$ cat src/rtl/pmod_i2c_target_if.sv
// Open-drain I2C pin bundle between the board pins and the target.
// The target only reads SCL and only pulls SDA low.
interface pmod_i2c_target_if;
    logic scl_i;
    logic sda_i;
    logic sda_oe;

    modport master (output scl_i, output sda_i, input sda_oe);
    modport slave  (input scl_i, input sda_i, output sda_oe);
endinterface

$ cat src/rtl/pmod_i2c_target.sv
// I2C target with an auto-incrementing pointer into NREGS byte registers.
// Optional SCL/SDA glitch filter: define PMOD_I2C_TARGET_GLITCH_FILTER_EN.
module pmod_i2c_target #(
    parameter logic [6:0]  ADDR  = 7'h42,
    parameter int unsigned NREGS = 16
) (
    input  logic                 clk,
    input  logic                 rst,
    pmod_i2c_target_if.slave     bus,
    output logic [8*NREGS-1:0]   regs,
    output logic                 wr_stb,
    output logic [7:0]           wr_addr,
    output logic [7:0]           wr_data,
    output logic                 busy
);
    localparam int unsigned IW = (NREGS > 1) ? $clog2(NREGS) : 1;

    typedef enum logic [3:0] {
        ST_IDLE, ST_ADDR, ST_ADDR_ACK, ST_PTR, ST_PTR_ACK,
        ST_WDATA, ST_WDATA_ACK, ST_RDATA, ST_RDATA_ACK
    } state_t;

    state_t     state;
    logic [1:0] scl_sync, sda_sync;
    logic       scl_f, sda_f, scl_p, sda_p;
    logic [2:0] bit_cnt;
    logic [6:0] shift;
    logic       rw, ack_phase;
    logic [7:0] ptr, ptr_next, rd_data, rx_byte;
    logic       in_range;
    logic [7:0] mem [NREGS];

    always_ff @(posedge clk) begin
        if (rst) begin
            scl_sync <= '1;
            sda_sync <= '1;
        end else begin
            scl_sync <= {scl_sync[0], bus.scl_i};
            sda_sync <= {sda_sync[0], bus.sda_i};
        end
    end

`ifdef PMOD_I2C_TARGET_GLITCH_FILTER_EN
    // Window = current synced sample plus two previous; output holds until all agree.
    logic [1:0] scl_hist, sda_hist;
    logic       scl_q, sda_q;

    always_ff @(posedge clk) begin
        if (rst) begin
            scl_hist <= '1;
            sda_hist <= '1;
            scl_q    <= 1'b1;
            sda_q    <= 1'b1;
        end else begin
            scl_hist <= {scl_hist[0], scl_sync[1]};
            sda_hist <= {sda_hist[0], sda_sync[1]};
            scl_q    <= scl_f;
            sda_q    <= sda_f;
        end
    end

    always_comb begin
        scl_f = scl_q;
        sda_f = sda_q;
        if ({scl_hist, scl_sync[1]} == 3'b111 || {scl_hist, scl_sync[1]} == 3'b000) scl_f = scl_sync[1];
        if ({sda_hist, sda_sync[1]} == 3'b111 || {sda_hist, sda_sync[1]} == 3'b000) sda_f = sda_sync[1];
    end
`else
    always_comb begin
        scl_f = scl_sync[1];
        sda_f = sda_sync[1];
    end
`endif

    always_ff @(posedge clk) begin
        if (rst) begin
            scl_p <= 1'b1;
            sda_p <= 1'b1;
        end else begin
            scl_p <= scl_f;
            sda_p <= sda_f;
        end
    end

    logic scl_rise, scl_fall, start_c, stop_c;

    always_comb begin
        scl_rise = scl_f & ~scl_p;
        scl_fall = ~scl_f & scl_p;
        start_c  = scl_f & scl_p & sda_p & ~sda_f;
        stop_c   = scl_f & scl_p & ~sda_p & sda_f;
        in_range = {1'b0, ptr} < 9'(NREGS);
        ptr_next = ({1'b0, ptr} >= 9'(NREGS - 1)) ? '0 : ptr + 8'd1;
        rd_data  = in_range ? mem[ptr[IW-1:0]] : 8'hFF;
        rx_byte  = {shift, sda_f};
    end

    for (genvar n = 0; n < NREGS; n++) begin : g_flat
        assign regs[8*n +: 8] = mem[n];
    end

    always_ff @(posedge clk) begin
        if (rst) begin
            state      <= ST_IDLE;
            bit_cnt    <= '0;
            shift      <= '0;
            rw         <= 1'b0;
            ack_phase  <= 1'b0;
            ptr        <= '0;
            bus.sda_oe <= 1'b0;
            busy       <= 1'b0;
            wr_stb     <= 1'b0;
            wr_addr    <= '0;
            wr_data    <= '0;
            for (int unsigned n = 0; n < NREGS; n++) mem[n] <= '0;
        end else begin
            wr_stb <= 1'b0;
            if (start_c) begin
                state      <= ST_ADDR;
                bit_cnt    <= '0;
                ack_phase  <= 1'b0;
                bus.sda_oe <= 1'b0;
            end else if (stop_c) begin
                state      <= ST_IDLE;
                bit_cnt    <= '0;
                ack_phase  <= 1'b0;
                bus.sda_oe <= 1'b0;
                busy       <= 1'b0;
            end else if (scl_rise) begin
                unique case (state)
                    ST_ADDR, ST_PTR, ST_WDATA: begin
                        shift   <= rx_byte[6:0];
                        bit_cnt <= bit_cnt + 3'd1;
                        if (bit_cnt == 3'd7) begin
                            ack_phase <= 1'b0;
                            if (state == ST_ADDR) begin
                                if (rx_byte[7:1] == ADDR) begin
                                    state <= ST_ADDR_ACK;
                                    rw    <= rx_byte[0];
                                    busy  <= 1'b1;
                                end else begin
                                    state <= ST_IDLE;
                                    busy  <= 1'b0;
                                end
                            end else if (state == ST_PTR) begin
                                ptr   <= rx_byte;
                                state <= ST_PTR_ACK;
                            end else begin
                                if (in_range) begin
                                    mem[ptr[IW-1:0]] <= rx_byte;
                                    wr_stb  <= 1'b1;
                                    wr_addr <= ptr;
                                    wr_data <= rx_byte;
                                end
                                ptr   <= ptr_next;
                                state <= ST_WDATA_ACK;
                            end
                        end
                    end
                    ST_RDATA_ACK: begin
                        if (sda_f) begin
                            state <= ST_IDLE;
                            busy  <= 1'b0;
                        end else begin
                            ack_phase <= 1'b1;
                        end
                    end
                    default: ;
                endcase
            end else if (scl_fall) begin
                unique case (state)
                    ST_ADDR_ACK, ST_PTR_ACK, ST_WDATA_ACK: begin
                        // First fall starts the ACK slot, second fall ends it.
                        if (!ack_phase) begin
                            bus.sda_oe <= 1'b1;
                            ack_phase  <= 1'b1;
                        end else begin
                            ack_phase <= 1'b0;
                            bit_cnt   <= '0;
                            if (state == ST_ADDR_ACK && rw) begin
                                bus.sda_oe <= ~rd_data[7];
                                shift      <= rd_data[6:0];
                                state      <= ST_RDATA;
                            end else begin
                                bus.sda_oe <= 1'b0;
                                state      <= (state == ST_ADDR_ACK) ? ST_PTR : ST_WDATA;
                            end
                        end
                    end
                    ST_RDATA: begin
                        if (bit_cnt == 3'd7) begin
                            bus.sda_oe <= 1'b0;
                            ptr        <= ptr_next;
                            bit_cnt    <= '0;
                            ack_phase  <= 1'b0;
                            state      <= ST_RDATA_ACK;
                        end else begin
                            bus.sda_oe <= ~shift[6];
                            shift      <= {shift[5:0], 1'b0};
                            bit_cnt    <= bit_cnt + 3'd1;
                        end
                    end
                    ST_RDATA_ACK: begin
                        if (ack_phase) begin
                            ack_phase  <= 1'b0;
                            bit_cnt    <= '0;
                            bus.sda_oe <= ~rd_data[7];
                            shift      <= rd_data[6:0];
                            state      <= ST_RDATA;
                        end
                    end
                    default: ;
                endcase
            end
        end
    end
endmodule

$ cat src/flat_wrapper.sv
// flat-port wrapper written by rule: the top's interface ports become plain ports
module pmod_i2c_target_flat 
#(
    parameter logic [6:0]  ADDR  = 7'h42,
    parameter int unsigned NREGS = 16
)
  (clk, rst, regs, wr_stb, wr_addr, wr_data, busy, bus_scl_i, bus_sda_i, bus_sda_oe);
  pmod_i2c_target_if bus_i ();
  input  logic clk;
  input  logic rst;
  output logic [8*NREGS-1:0] regs;
  output logic wr_stb;
  output logic [7:0] wr_addr;
  output logic [7:0] wr_data;
  output logic busy;
  input wire logic [$bits(bus_i.scl_i)-1:0] bus_scl_i;
  input wire logic [$bits(bus_i.sda_i)-1:0] bus_sda_i;
  output wire logic [$bits(bus_i.sda_oe)-1:0] bus_sda_oe;
  assign bus_i.scl_i = bus_scl_i;
  assign bus_i.sda_i = bus_sda_i;
  assign bus_sda_oe = bus_i.sda_oe;
  pmod_i2c_target #(.ADDR(ADDR), .NREGS(NREGS)) u_core (.clk(clk), .rst(rst), .bus(bus_i), .regs(regs), .wr_stb(wr_stb), .wr_addr(wr_addr), .wr_data(wr_data), .busy(busy));
endmodule
$ cat config.mk
export PLATFORM = sky130hd
export DESIGN_NAME = pmod_i2c_target_flat
export DESIGN_NICKNAME = d
export VERILOG_FILES = /design/src/rtl/pmod_i2c_target_if.sv /design/src/rtl/pmod_i2c_target.sv /design/src/flat_wrapper.sv
export SDC_FILE = /design/constraint.sdc
export NUM_CORES = 1
export LEC_CHECK = 0
export CORE_MARGIN = 3
export CORE_UTILIZATION = 48
export DETAILED_ROUTE_END_ITERATION = 10
export PLACE_DENSITY_LB_ADDON = 0.08
export SYNTH_ARGS = -nofsm -noshare
export SYNTH_HDL_FRONTEND = slang
export SYNTH_SLANG_ARGS = --single-unit
$ cat constraint.sdc
create_clock -name clk -period 2.5 [get_ports clk]
set_input_delay 0.5 -clock clk [delete_from_list [all_inputs] [get_ports clk]]
set_output_delay 0.5 -clock clk [all_outputs]
set_load 0.01 [all_outputs]
======== Yosys cells after proc, flatten, opt, wreduce, memory -nomap -nowiden ========
Memories as Yosys holds them, arrays and structs flattened. A register that Yosys moved wholly into a read port is not among the register bits.
Index checks and enable logic that the tools add are counted.
word-level totals
  word-level logic and storage cells ...... 174
  memories kept ........................... 1
  output and inout bits ................... 147
  bits in writable memories ............... 128
  input port bits ......................... 4
  bits in registers ....................... 49
memories
  memory      depth  bits a word  read ports  clocked after Yosys merged registers in  write ports  line                   text
  u_core.mem  16     8            17          1                                        16           pmod_i2c_target.sv:31  logic [7:0] mem [NREGS];
cells by class
  order comparisons ....................... 2
  equal/unequal tests ..................... 34
  reductions and logical operators ........ 25
  bitwise operators ....................... 18
  multiplexer cells ....................... 76
  $add $sub $neg .......................... 2
operators by type and width
  operator                                                               number
  8-bit two-way mux                                                      11
  7-bit two-way mux                                                      7
  4-bit two-way mux                                                      12
  8-bit AND reduction                                                    4
  1-bit two-way mux                                                      30
  3-bit by 1-bit != test with 1-bit output, second input constant        8
  7-bit one-hot mux with 3 select lines                                  1
  3-bit two-way mux                                                      6
  4-bit by 3-bit equality test with 1-bit output, second input constant  4
  5-bit by 1-bit != test with 1-bit output, second input constant        3
  4-bit one-hot mux with 3 select lines                                  1
  4-bit AND reduction                                                    3
  1-bit inverter                                                         11
  5-bit != test, second input constant                                   2
  3-bit != test, second input constant                                   3
  9-bit AND reduction                                                    1
  3-bit nonzero test                                                     3
  3-bit OR reduction                                                     3
  8-bit by 1-bit adder with 8-bit output, second input constant          1
  4-bit by 2-bit equality test with 1-bit output, second input constant  2
  8-bit by 4-bit >= comparator with 1-bit output, second input constant  1
  8-bit by 5-bit < comparator with 1-bit output, second input constant   1
  2-bit != test, second input constant                                   4
  4-bit one-hot mux with 2 select lines                                  1
  21 further kinds                                                       34

======== Longest topological paths before layout ========
  word-level depth ........................ 13
  depth in mapped cells ................... 9
  mapped depth without buffers ............ 7

======== Least setup slack after synthesis ========
OpenSTA, ideal clock, no wires.
  path kind ............................... register -> register
  from .................................... reg u_core.bit_cnt[0]
  to ...................................... mem u_core.mem[1][0] (enable)
  clock period less this slack ............ 2596 ps
  data arrival time ....................... 2221 ps
  buffers on the path ..................... 1
  cell stages (with the launch flop) ...... 9
  slack ................................... -96 ps
  setup time .............................. 375 ps
  cells stage by stage .................... dfxtp_1 ha_1 ha_1 inv_1 a21oi_1 nand3_2 or4b_1 buf_2 o21bai_1
RTL lines
  what                    line                    text
  start, declared         pmod_i2c_target.sv:26   logic [2:0] bit_cnt;
  start signal, assigned  pmod_i2c_target.sv:133  bit_cnt <= bit_cnt + 3'd1;
  start signal, assigned  pmod_i2c_target.sv:200  bit_cnt <= bit_cnt + 3'd1;
  end, declared           pmod_i2c_target.sv:31

==> results.cfg <==
[floorplanning]
die_h_um = 141
start_util_pct = 49.9
ios = 151
die-area_mm2 = 0.0199
rows = 48
fp.dieW_um = 141
core-area_mm2 = 0.0176

[place]
place_congestion = 0.976
hpwl_um = 20300
io_buffers = 150
placed_area_mm2 = 0.0108

[logic_synthesis]
synth_edf_count = 128
syn_inst = 735
yosysTopAreaCell = edfxtp_1
ys_seq_elements = 181
seq_area_frac_synth_pct = 55.9
syn_nets = 748
ys_warn_count = 0
synth_common_cells = edfxtp_1, nor2_1, and2_1
synthArstFlopShare_pct = 0
yosys.area.top_type_share_pct = 43.8
synth_area_per_cell_um2 = 11.9
synth.most_common_cell = edfxtp_1
synthFlopType = edfxtp_1
syn_area_mm2 = 0.00877
yosysUniqueCellTypes = 74
synthTopCellsByArea = edfxtp_1, dfxtp_1, mux4_2

[detailed_routing]
wire_per_inst_um = 24.2
drc = 0
via_count = 7106
drtPass1Iterations = 6
vias_per_cell = 6.14
ant_nets = 0
drt-initial-drc-count = 936
wl_um = 28000

[clocking]
htreeDepth = 4
cts_buffers = 17
hold_buffers = 0
clk_pin_slew_ns = 0.07
clk_path_buf_depth = 2
cts_sinks = 181
cts_tree = built
clk_latency_ns = 0.44
cts-root-buf = clkbuf_16

[grt]
grt_max_degree = 30
grt.total_usage_pct = 28.1
antenna_found_initial = 0
grt-ovfl-total = 0
grt_pass1_vias = 6837
grt_first_pass_wirelength_um = 42100

[final_layout]
antenna_cells = 0
layout-drive-gt1-share_pct = 19.3
fillers = 1363
final_cell_area_mm2 = 0.0115
nets = 932
syn_to_final_growth_pct = 31.0

[sta]
setup_violations = 0
slew_viol_final = 0
fmax_mhz = 419
slew_headroom_pct = 49.0
tightestPinTransition_ns = 0.745
whs_ns = 0.411
clock_skew_ns = 0.0163
rsz0062_at_grt = no
fin_crit_sh_pct = 95.5
finalCriticalPeriod_ns = 2.39
hold_violations = 0

[power_and_ir_drop]
p_seq_share_pct = 50.9
swShare_pct = 23.8
finalPower_mw = 6.57
leakagePower_nw = 4.19
p_clk_share_pct = 42.6
switching_power_mw = 1.56
p_per_area_mw_per_mm2 = 571
p_comb_share_pct = 6.5
ir_drop_mv = 0.563
power.internal_mw = 5.01

[min_path]
hp-class = reg2reg

[critical_path]
crit_type = reg2reg
crit_fanout = 8
worstPathArrival_ns = 2.53
start_kind = flip-flop
crit_path_end_kind = flip-flop
worstPathRequired_ns = 2.64

[status]
status = completed

[flow_run]
maxCapViolations = 0
==> state kept, by name, summed over array words and instances (netlist names), named ones only <==
name               count
u_core.scl_sync        2
u_core.wr_stb          1
u_core.ack_phase       1
u_core.ptr             8
u_core.sda_p           1
u_core.wr_data         8
u_core.scl_p           1
u_core.rw              1
u_core.wr_addr         8
u_core.busy            1
u_core.bit_cnt         3
u_core.state           4
u_core.shift           7
u_core.sda_sync        2
u_core.mem           128
u_core.bus.sda_oe      1
==> metrics by stage <==
| step | setup slack [ns] | TNS (ns) | utilization, % | std cells |
|---|---|---|---|---|
| floorplan | -0.0956 | -4.92 | - | 735 |
| global placement | 0.00158 | 0 | 61.3 | 1120 |
| detailed placement | -0.0562 | -0.600 | 61.3 | 1120 |
| CTS | 0.0177 | 0 | 64.9 | 1152 |
| global route | 0.0325 | 0 | 65.3 | 1157 |
| finish | 0.114 | 0 | 65.3 | 1157 |
==> worst max-delay path, stage by stage, from the launching register on <==
cell and delay [ns]:
dfxtp_1 0.36, ha_1 0.17, ha_1 0.16, inv_1 0.08, a21oi_2 0.17, nand3_2 0.18, or4b_4 0.57, o21bai_1 0.20
buf_4 0.22
==> layout make-up <==
type	instances	area (um^2)	share of cell area (%)
well taps	225	282	2.45
clock inverters	15	188	1.63
repair buffers	220	2060	17.9
clock buffers	17	425	3.70
inverters	16	63.8	0.555
flip-flops and latches	181	4910	42.7
multi-input cells	483	3570	31.1
==> cells in the final DEF (no fill, tap or decap), types with 10 or more instances in the layout <==
cell | Yosys | final
nand2b_1 | 12 | 12
a2111oi_0 | 13 | 13
nor2b_1 | 15 | 15
or2_2 | 16 | 16
dfxtp_1 | 53 | 52
and2_1 | 69 | 69
mux4_2 | 25 | 25
inv_1 | 15 | 15
a21oi_1 | 26 | 25
nand2_1 | 41 | 41
a211oi_1 | 10 | 10
clkbuf_16 | 0 | 17
buf_4 | 6 | 67
o21ai_0 | 12 | 12
edfxtp_1 | 128 | 128
clkdlybuf4s50_1 | 0 | 149
mux2i_1 | 17 | 17
nor2_1 | 89 | 89
==> worst paths after layout <==
path / from / to / slack, ns / depth (start not counted)
setup / recovery: u_core.bit_cnt[0]$_SDFFE_PP0P_ / u_core.mem[11][7]$_SDFFCE_PN0P_ / 0.11 / 8
hold / removal: u_core.scl_sync[0]$_SDFF_PP1_ / u_core.scl_sync[1]$_SDFF_PP1_ / 0.41 / 1
setup reg to reg: u_core.bit_cnt[0]$_SDFFE_PP0P_ / u_core.mem[11][7]$_SDFFCE_PN0P_ / 0.11 / 8
hold reg to reg: u_core.scl_sync[0]$_SDFF_PP1_ / u_core.scl_sync[1]$_SDFF_PP1_ / 0.41 / 1
==> what timing repair did <==
item,4_1_cts,5_1_grt
setup buffers,0,5
cloned,0,0
setup endpoints to repair,23,104
endpoints found under the hold margin,0,0
resized for setup,5,5
==> per-layer routing <==
layer	wire length [um]	track usage [%]	up-vias
met2	12600	42.4	477
met1	12000	42.0	3494
met3	2870	5.39	51
li1	-	-	3084
met5	0	0	-
met4	558	7.65	0
==> cell families after synthesis <==
logic type,synth area share [%]
simple gates,20.2
fa+ha+maj,1.28
buf+inv,3.76
mux,9.00
flops,55.9
compound gates,9.44
xor+xnor,0.399
==> power groups by stage <==
stage / clock network [mW] / logic [mW] / registers, mW
after floorplan: 0 / 0.156 / 3.41
after global placement: 0 / 0.417 / 3.41
after detailed placement: 0 / 0.420 / 3.41
after CTS: 2.81 / 0.424 / 3.34
after global routing: 2.96 / 0.453 / 3.35
final: 2.80 / 0.430 / 3.34
Power figures use the tool's default switching activity.
